===== src/rtl/uart_pkg.sv =====
// Shared UART types and default sizes for the receive path.
// Latency: none (types and constants only).
// Backpressure: not applicable.
package uart_pkg;

    localparam int UART_DATA_W     = 8;
    localparam int UART_FIFO_DEPTH = 16;

    typedef logic [UART_DATA_W-1:0] uart_byte_t;

endpackage


===== src/rtl/sync_edge_det.sv =====
// Two-flop synchroniser for an asynchronous level, plus a rising-edge pulse.
// Latency: q_o follows d_i after 2 clk_i edges; rise_o is high for the cycle after that.
// Backpressure: none; one pulse per rising edge of d_i, however long d_i stays high.
//
// Ports:
//   clk_i  - sampling clock
//   rst_i  - asynchronous active-high reset, clears all three flops
//   d_i    - asynchronous input level
//   q_o    - synchronised level (s2)
//   rise_o - one-cycle pulse on a 0->1 transition of the synchronised level
module sync_edge_det (
    input  logic clk_i,
    input  logic rst_i,
    input  logic d_i,
    output logic q_o,
    output logic rise_o
);

    logic s1_q, s2_q, s3_q;

    // s1 may go metastable; s2 is the first flop safe to use; s3 is the
    // previous value of s2, kept only for edge detection.
    always_ff @(posedge clk_i or posedge rst_i) begin
        if (rst_i) begin
            s1_q <= 1'b0;
            s2_q <= 1'b0;
            s3_q <= 1'b0;
        end else begin
            s1_q <= d_i;
            s2_q <= s1_q;
            s3_q <= s2_q;
        end
    end

    assign q_o    = s2_q;
    assign rise_o = s2_q & ~s3_q;

endmodule


===== src/rtl/uart_rx_fifo.sv =====
// Receive FIFO: captures each byte the UART receiver completes and presents it FWFT.
// Latency: save_i rising before edge N writes at edge N+2; data_o/count_o update after it.
// Backpressure: none towards the receiver; a byte arriving while full is dropped and overrun_o latches.
//
// Ports:
//   clk_i, rst_i  - system clock, asynchronous active-high reset
//   save_i        - byte-complete level from the receiver (asynchronous)
//   data_i        - received byte, stable while save_i is high
//   rd_en_i       - pop the head entry at the next edge (ignored when empty)
//   clr_ovr_i     - clear the sticky overrun flag
//   data_o        - head entry; holds the last head value while empty
//   empty_o, full_o, count_o - occupancy
//   overrun_o     - sticky: a byte arrived while the FIFO was full
module uart_rx_fifo
    import uart_pkg::*;
#(
    parameter int WIDTH = UART_DATA_W,
    parameter int DEPTH = UART_FIFO_DEPTH,
    parameter int CW    = $clog2(DEPTH + 1)
) (
    input  logic             clk_i,
    input  logic             rst_i,
    input  logic             save_i,
    input  logic [WIDTH-1:0] data_i,
    input  logic             rd_en_i,
    input  logic             clr_ovr_i,
    output logic [WIDTH-1:0] data_o,
    output logic             empty_o,
    output logic             full_o,
    output logic [CW-1:0]    count_o,
    output logic             overrun_o
);

    localparam int PW = $clog2(DEPTH);

    logic [WIDTH-1:0] mem_q [DEPTH];
    logic [PW-1:0]    wr_ptr_q, wr_ptr_d;
    logic [PW-1:0]    rd_ptr_q, rd_ptr_d;
    logic [CW-1:0]    count_q, count_d;
    logic             ovr_q, ovr_d;
    logic [WIDTH-1:0] last_q, last_d;

    logic save_lvl, save_rise;
    logic wr_pulse, wr_ok, rd_ok;

    sync_edge_det u_save_sync (
        .clk_i  (clk_i),
        .rst_i  (rst_i),
        .d_i    (save_i),
        .q_o    (save_lvl),
        .rise_o (save_rise)
    );

    // rise_o already implies the synchronised level is high; both terms are
    // kept so the write qualification reads directly as "level just went high".
    assign wr_pulse = save_rise & save_lvl;

    assign empty_o = (count_q == '0);
    assign full_o  = (count_q == CW'(DEPTH));

    // A write while full is still accepted if a read frees the head slot at
    // the same edge (write and read pointers coincide when full).
    assign rd_ok = rd_en_i & ~empty_o;
    assign wr_ok = wr_pulse & (~full_o | rd_ok);

    always_comb begin
        wr_ptr_d = wr_ptr_q;
        rd_ptr_d = rd_ptr_q;
        count_d  = count_q;
        ovr_d    = ovr_q;
        last_d   = last_q;

        if (wr_ok) wr_ptr_d = wr_ptr_q + PW'(1);
        if (rd_ok) rd_ptr_d = rd_ptr_q + PW'(1);

        if (wr_ok && !rd_ok)      count_d = count_q + CW'(1);
        else if (rd_ok && !wr_ok) count_d = count_q - CW'(1);

        // Set has priority over clear.
        if (clr_ovr_i)           ovr_d = 1'b0;
        if (wr_pulse && !wr_ok)  ovr_d = 1'b1;

        // Track the current head so data_o can keep showing it after the
        // FIFO drains.
        if (!empty_o) last_d = mem_q[rd_ptr_q];
    end

    always_ff @(posedge clk_i or posedge rst_i) begin
        if (rst_i) begin
            wr_ptr_q <= '0;
            rd_ptr_q <= '0;
            count_q  <= '0;
            ovr_q    <= 1'b0;
            last_q   <= '0;
        end else begin
            wr_ptr_q <= wr_ptr_d;
            rd_ptr_q <= rd_ptr_d;
            count_q  <= count_d;
            ovr_q    <= ovr_d;
            last_q   <= last_d;
        end
    end

    // Storage is deliberately not reset; occupancy is tracked by count_q.
    always_ff @(posedge clk_i) begin
        if (wr_ok) mem_q[wr_ptr_q] <= data_i;
    end

    assign data_o    = empty_o ? last_q : mem_q[rd_ptr_q];
    assign count_o   = count_q;
    assign overrun_o = ovr_q;

endmodule


===== config.mk =====
export PLATFORM = sky130hd
export DESIGN_NAME = uart_rx_fifo
export DESIGN_NICKNAME = d
export VERILOG_FILES = /design/src/rtl/uart_pkg.sv /design/src/rtl/sync_edge_det.sv /design/src/rtl/uart_rx_fifo.sv
export SDC_FILE = /design/constraint.sdc
export NUM_CORES = 1
export LEC_CHECK = 0
export CAP_MARGIN = 20
export CORE_UTILIZATION = 50
export CTS_BUF_LIST = sky130_fd_sc_hd__clkbuf_8
export DETAILED_ROUTE_END_ITERATION = 8
export PLACE_DENSITY = 0.75
export SLEW_MARGIN = 20
export SYNTH_ARGS = -nofsm -noshare
export SYNTH_HDL_FRONTEND = slang
export SYNTH_SLANG_ARGS = --single-unit

===== constraint.sdc =====
create_clock -name clk_i -period 2.85 [get_ports clk_i]
set_clock_uncertainty 0.15 [all_clocks]
set_input_delay 0.57 -clock clk_i [delete_from_list [all_inputs] [get_ports clk_i]]
set_output_delay 0.57 -clock clk_i [all_outputs]
set_load 0.02 [all_outputs]

# Word level (Yosys, flattened, before mapping)
# Memories as Yosys holds them, arrays and structs flattened.
# Index checks and enable logic that the tools add are counted.
[totals] register_bits=25 ram_bits=128 out_inout_bits=16 elab_cells=37 memories=1
[classes] add_sub_neg=4 eq_ne=1 mux=7 bitwise_logic=8 n_reduce_logical=8
[memory_table] memory="mem_q" depth=16 word_bits=8 rd=1 rd_clocked_by_memory_dff=0 write_ports=1 line="uart_rx_fifo.sv:36" source="logic [WIDTH-1:0] mem_q [DEPTH];"
[op_table] cell="$mux W5" count=2
[op_table] cell="$add A4 B1 Y4 const B" count=2
[op_table] cell="$mux W8" count=1
[op_table] cell="$add A5 B1 Y5 const B" count=1
[op_table] cell="$eq A5 B5 Y1 const B" count=1
[op_table] cell="$logic_not A5 Y1" count=1
[op_table] cell="$sub A5 B1 Y5 const B" count=1
[op_table] cell="$and A1 B1 Y1" count=4
[op_table] cell="$mux W1" count=4
[op_table] cell="$reduce_bool A2 Y1" count=2
[op_table] cell="$logic_and A1 B1 Y1" count=3
[op_table] cell="$not A1 Y1" count=3
[op_table] cell="$logic_not A1 Y1" count=2
[op_table] cell="$or A1 B1 Y1" count=1

# Depth between registers and ports, before layout
[depth] word_depth=9 depth_mapped=11 ltp_nobuf=10

# By module
# From an unflattened synthesis, not the netlist that was laid out.
[unflattened] cells_unflattened=314 area_unflattened_um2=6204.7
[by_module_without_submodules] module="uart_rx_fifo" instances=1 cells_per_inst=309 area_each_um2=6112.1 seq_area_each_um2=4394.2
[by_module_without_submodules] module="sync_edge_det" instances=1 cells_per_inst=5 area_each_um2=92.6 seq_area_each_um2=75.1

# Worst setup path before layout
# Ideal clock, no wire load.
[synth_timing] path_kind="register to register" start="register count_q[0], in the netlist count_o[0]" end="register count_q[4], in the netlist count_o[4]" setup_time_ps=81 arrival_ps=2563 slack_ps=56 path_stages_with_launch=12 path_cell_list="dfrtp_1 -> nor4_4 -> nand2b_2 -> buf_6 -> nand2_1 -> ha_1 -> inv_1 -> fa_1 -> a21o_1 -> a21oi_1 -> mux2i_1 -> xnor2_1"
[synth_via] elab_chain_cells=8 elab_cells_between_ends=16 cone_classes="2 x add/sub; 1 x eq/ne; 2 x mux; 5 x bitwise; 6 x reduce/logical"
[synth_lines] item="start: declaration" line="uart_rx_fifo.sv:39" source="logic [CW-1:0] count_q, count_d;"
[synth_lines] item="start signal: assignment" line="uart_rx_fifo.sv:98" source="count_q <= count_d;"
[synth_lines] item="$logic_not A5 Y1" line="uart_rx_fifo.sv:58" source="assign empty_o = (count_q == '0);"
[synth_lines] item="$not A1 Y1" line="uart_rx_fifo.sv:63" source="assign rd_ok = rd_en_i & ~empty_o;"
[synth_lines] item="$and A1 B1 Y1" line="uart_rx_fifo.sv:63"
[synth_lines] item="$or A1 B1 Y1" line="uart_rx_fifo.sv:64" source="assign wr_ok = wr_pulse & (~full_o | rd_ok);"
[synth_lines] item="$and A1 B1 Y1" line="uart_rx_fifo.sv:64"
[synth_lines] item="$logic_not A1 Y1" line="uart_rx_fifo.sv:77" source="else if (rd_ok && !wr_ok) count_d = count_q - CW'(1);"
[synth_lines] item="$logic_and A1 B1 Y1" line="uart_rx_fifo.sv:77"
[synth_lines] item="$reduce_bool A2 Y1 (no line)"
# Parallel ways exist; a longest one is shown, timed or not. The select of a mux whose other input is x is not followed.
# A chain may end at the register's enable or synchronous reset.

# Worst setup path after layout
[layout_timing] start="register rd_ptr_q[0]" end="output data_o[0]"
[layout_via] elab_chain_cells=2
[layout_lines] item="start: declaration" line="uart_rx_fifo.sv:38" source="logic [PW-1:0] rd_ptr_q, rd_ptr_d;"
[layout_lines] item="start signal: assignment" line="uart_rx_fifo.sv:97" source="rd_ptr_q <= rd_ptr_d;"
[layout_lines] item="$mem_v2 Z16 W8"
[layout_lines] item="$mux W8"
[layout_lines] item="end: declaration" line="uart_rx_fifo.sv:27" source="output logic [WIDTH-1:0] data_o,"
# Every way passes these cells.

==> results by group <==
Run status
  • Status: complete, but fails checks
  • Failing checks: negative setup slack

Clock network
  • Root buffer cell: clkbuf_8
  • Skew-Pair Late Insertion Delay: 0.44 ns
  • Clock sink count: between 150 and 200
  • CTS tree: done
  • Clk pin slew, worst setup/hold paths: around 0.08 ns
  • CTS Buf Count: 17
  • Max clock buf depth: 2
  • H-tree levels: 4

GRT
  • Largest net degree at the start of global routing: 22
  • Initial antenna violation count: 0
  • First-pass GRT wire length: ~20 mm
  • Congestion Overflow GR: 0
  • Vias in the first global route: between 3000 and 4000
  • GRT Total Usage: 21.8%

Final layout
  • Nets: roughly 430
  • Layout cells sized above 1: about 37%
  • Core Util, Final: a little over three fifths
  • Finished Cell Area: roughly 7600 µm²
  • ANT cells: 0
  • Area Growth Syn to Fin: 22.7%

Setup path
  • Critical path class: flop to primary output
  • Worst-path fanout max: 5
  • Worst EP arrival: 2.24 ns
  • Crit. End Element: primary output
  • Critical Path RT: 2.13 ns
  • Type of origin of the critical path: flop

Detailed routing
  • Met3 wire length: about 840 µm
  • Met1 wire length: about 5.3 mm
  • Drt drc: 0
  • Vias per cell: roughly 5.6
  • Drt wl/cell: 22.1 µm
  • Routed via count: approximately 3300
  • Number of DRC markers in iteration 0: 368
  • Total routed wirelength: around 13 mm
  • Routed Antenna Nets: 0
  • Top Layer Used: met4
  • Drt first pass iters: 4
  • WL met2: 6.47 mm

Synthesis
  • Sequential area share after synthesis: slightly above 70%
  • XOR/XNOR Fraction of Synth Area: 1.41%
  • Synth Register Bits: roughly 150
  • Synth area leaders: edfxtp_1 (62%), dfrtp_1 (10%), mux4_1 (8.1%)
  • Netlist Area Pre-Place: 6190 µm²
  • Simple-gate share of the synthesized area: around 3.8%
  • Syn Inst Count: between 300 and 400
  • Yosys warning count: 0
  • Post-synthesis mux area share: 14.6%
  • Adder-Cell Fraction of Synth Area: around 2.1%
  • Post-synth top area cell: edfxtp_1
  • Synth cell types: 37
  • Syn_nets: roughly 340
  • Syn_area_per_cell: roughly 20 µm²
  • Largest family of logic cells by synthesized area: multiplexers
  • Compound-Gate Fraction of Synth Area: slightly below 3%
  • Synth top area share: 62.1%

Floorplanning
  • Die Footprint: 12800 µm²
  • I/O pins: 29
  • Area of the core: about 12000 µm²
  • DIE WIDTH: 113 µm
  • Row count: 40
  • Initial Util: about half
  • Die H: about 110 µm

Timing
  • RSZ-0062 raised after global routing: yes
  • # setup viols final: 8
  • Least-Margin Pin Slew: 0.662 ns
  • Setup TNS: -0.626 ns
  • Hold Fails Final Rpt: 0
  • Final Max Tran Viols: 0
  • Hold Worst Slack: 0.209 ns
  • Crit path time final: between 2 and 3 ns
  • Fin crit share: 104%
  • Slew HR: 55.7%
  • Setup WS post-layout: -0.108 ns
  • Maximum clock frequency: between 300 and 400 MHz

Power
  • PwrDens: between 1000 and 1500 nW/µm²
  • Overall power: between 7 and 8 mW
  • Switch share: 32.5%
  • Leak: about 2.7 nW
  • Int Power: 5.25 mW
  • Clk network pwr share: roughly 23%
  • Flop pwr share: 36.8%
  • Maximum VDD drop: 430 µV
  • Comb pwr share: between 40% and 50%
  • Switching power: roughly 2.5 mW

Placed design
  • DP Area: roughly 6900 µm²
  • GPL Wtd Cong: 0.832
  • Port buffer count: 28
  • Post-detail-place hpwl: between 7 and 8 mm

Flow run
  • Max Cap Viol: 0

Hold path
  • Worst hold path class: flop to flop
critical path, stage by stage, from the launching register on:
cell      delay [ns]
dfrtp_2         0.45
buf_6           0.16
buf_16          0.14
mux4_2          0.51
o22ai_2         0.24
a221oi_2        0.11
buf_4           0.19
per-layer routing:
| metal | vias to the layer above | GRT usage, % |
|---|---|---|
| met5 | - | 0 |
| met4 | 0 | 9.74 |
| met3 | 30 | 6.00 |
| met2 | 131 | 34.3 |
| met1 | 1659 | 28.5 |
| li1 | 1431 | - |
cells in the final DEF (no fill, tap or decap), types with 3 or more instances in the layout:
| cell type | n |
|---|---|
| a221oi_2 | 8 |
| buf_12 | 4 |
| buf_4 | 58 |
| buf_6 | 3 |
| bufinv_16 | 4 |
| clkbuf_8 | 17 |
| clkdlybuf4s50_1 | 19 |
| clkinv_4 | 3 |
| clkinvlp_4 | 3 |
| dfrtp_1 | 23 |
| edfxtp_1 | 128 |
| ha_1 | 9 |
| inv_1 | 6 |
| mux2i_1 | 4 |
| mux2i_4 | 3 |
| mux4_1 | 8 |
| mux4_2 | 24 |
| nand2_1 | 11 |
| nand2b_1 | 3 |
| nor2_1 | 22 |
| nor3_1 | 4 |
| o21ai_0 | 3 |
| o22ai_2 | 6 |
| xnor2_1 | 9 |
power groups by stage:
stage	registers (mW)	clock network (mW)	logic [mW]
2_1_floorplan	2.89	0	1.64
6_report	2.86	1.77	3.14
3_5_place_dp	2.89	0	2.63
5_1_grt	2.88	1.89	3.32
4_1_cts	2.85	1.79	2.98
3_3_place_gp	2.88	0	2.57
metrics by stage:
| step | setup slack (ns) | cells |
|---|---|---|
| CTS | -0.121 | 580 |
| global placement | -0.0899 | 542 |
| global route | -0.185 | 584 |
| detailed placement | -0.119 | 542 |
| finish | -0.108 | 584 |
| floorplan | 0.0560 | 312 |
cell usage after synthesis (all sizes together):
library cell / n
dfrtp: 25
o21ai: 3
nand2: 11
nand2b: 4
nor2: 23
mux2i: 9
nand4: 1
fa: 1
a21oi: 2
and2: 1
nand3: 2
a31oi: 1
ha: 9
mux4: 32
a21o: 2
buf: 11
xnor2: 9
nor4: 1
edfxtp: 128
and3: 1
nor3: 4
inv: 7
xor2: 1
clkbuf: 3
clkdlybuf4s25: 1
o22ai: 9
or2b: 1
a221oi: 8
mux2: 2
cell families (layout without fill, tap and decap cells):
| family | after synthesis | after routing |
|---|---|---|
| compound gates | 25 | 25 |
| xor+xnor | 10 | 10 |
| fa+ha+maj | 10 | 10 |
| buf+inv | 22 | 126 |
| flops | 153 | 153 |
| mux | 43 | 43 |
| simple gates | 49 | 49 |
cell type report:
class / instances / area [µm²]
sequential: 153 / 4470
fill: 800 / 4470
multi-input combinational: 137 / 1650
timing repair buffer: 87 / 803
clock buffer: 17 / 234
tap: 168 / 210
clock inverter: 15 / 199
inverter: 7 / 26.3
worst paths after layout:
path | start | end | slack, ns | cells past startpoint
worst min register to register | u_save_sync.s1_q | u_save_sync.q_o | 0.21 | 0
worst max register to register | count_o[2] | count_o[4] | 0.14 | 11
worst max-delay path | rd_ptr_q[0] | data_o[0] | -0.11 | 6
worst min-delay path | u_save_sync.s1_q | u_save_sync.q_o | 0.21 | 0
max in group asynchronous | rst_i | count_o[2] | 1.59 | 3
min in group asynchronous | rst_i | last_q[5] | 0.36 | 2
state kept, by name, indices dropped and copies added (netlist names):
register / flops
overrun_o: 1
count_o: 5
last_q: 8
wr_ptr_q: 4
rd_ptr_q: 4
u_save_sync.s1_q: 1
mem_q: 128
u_save_sync.q_o: 1
u_save_sync.s3_q: 1
repair_timing:
action / CTS / global route
resized for setup: 78 / 15
setup buffers: 4 / 4
hold buffers: 0 / 0
cloned: 2 / 0
endpoints found under the setup margin: 9 / 10
pin swaps: 5 / 3
Note: power is estimated with default switching activity, not from simulation.
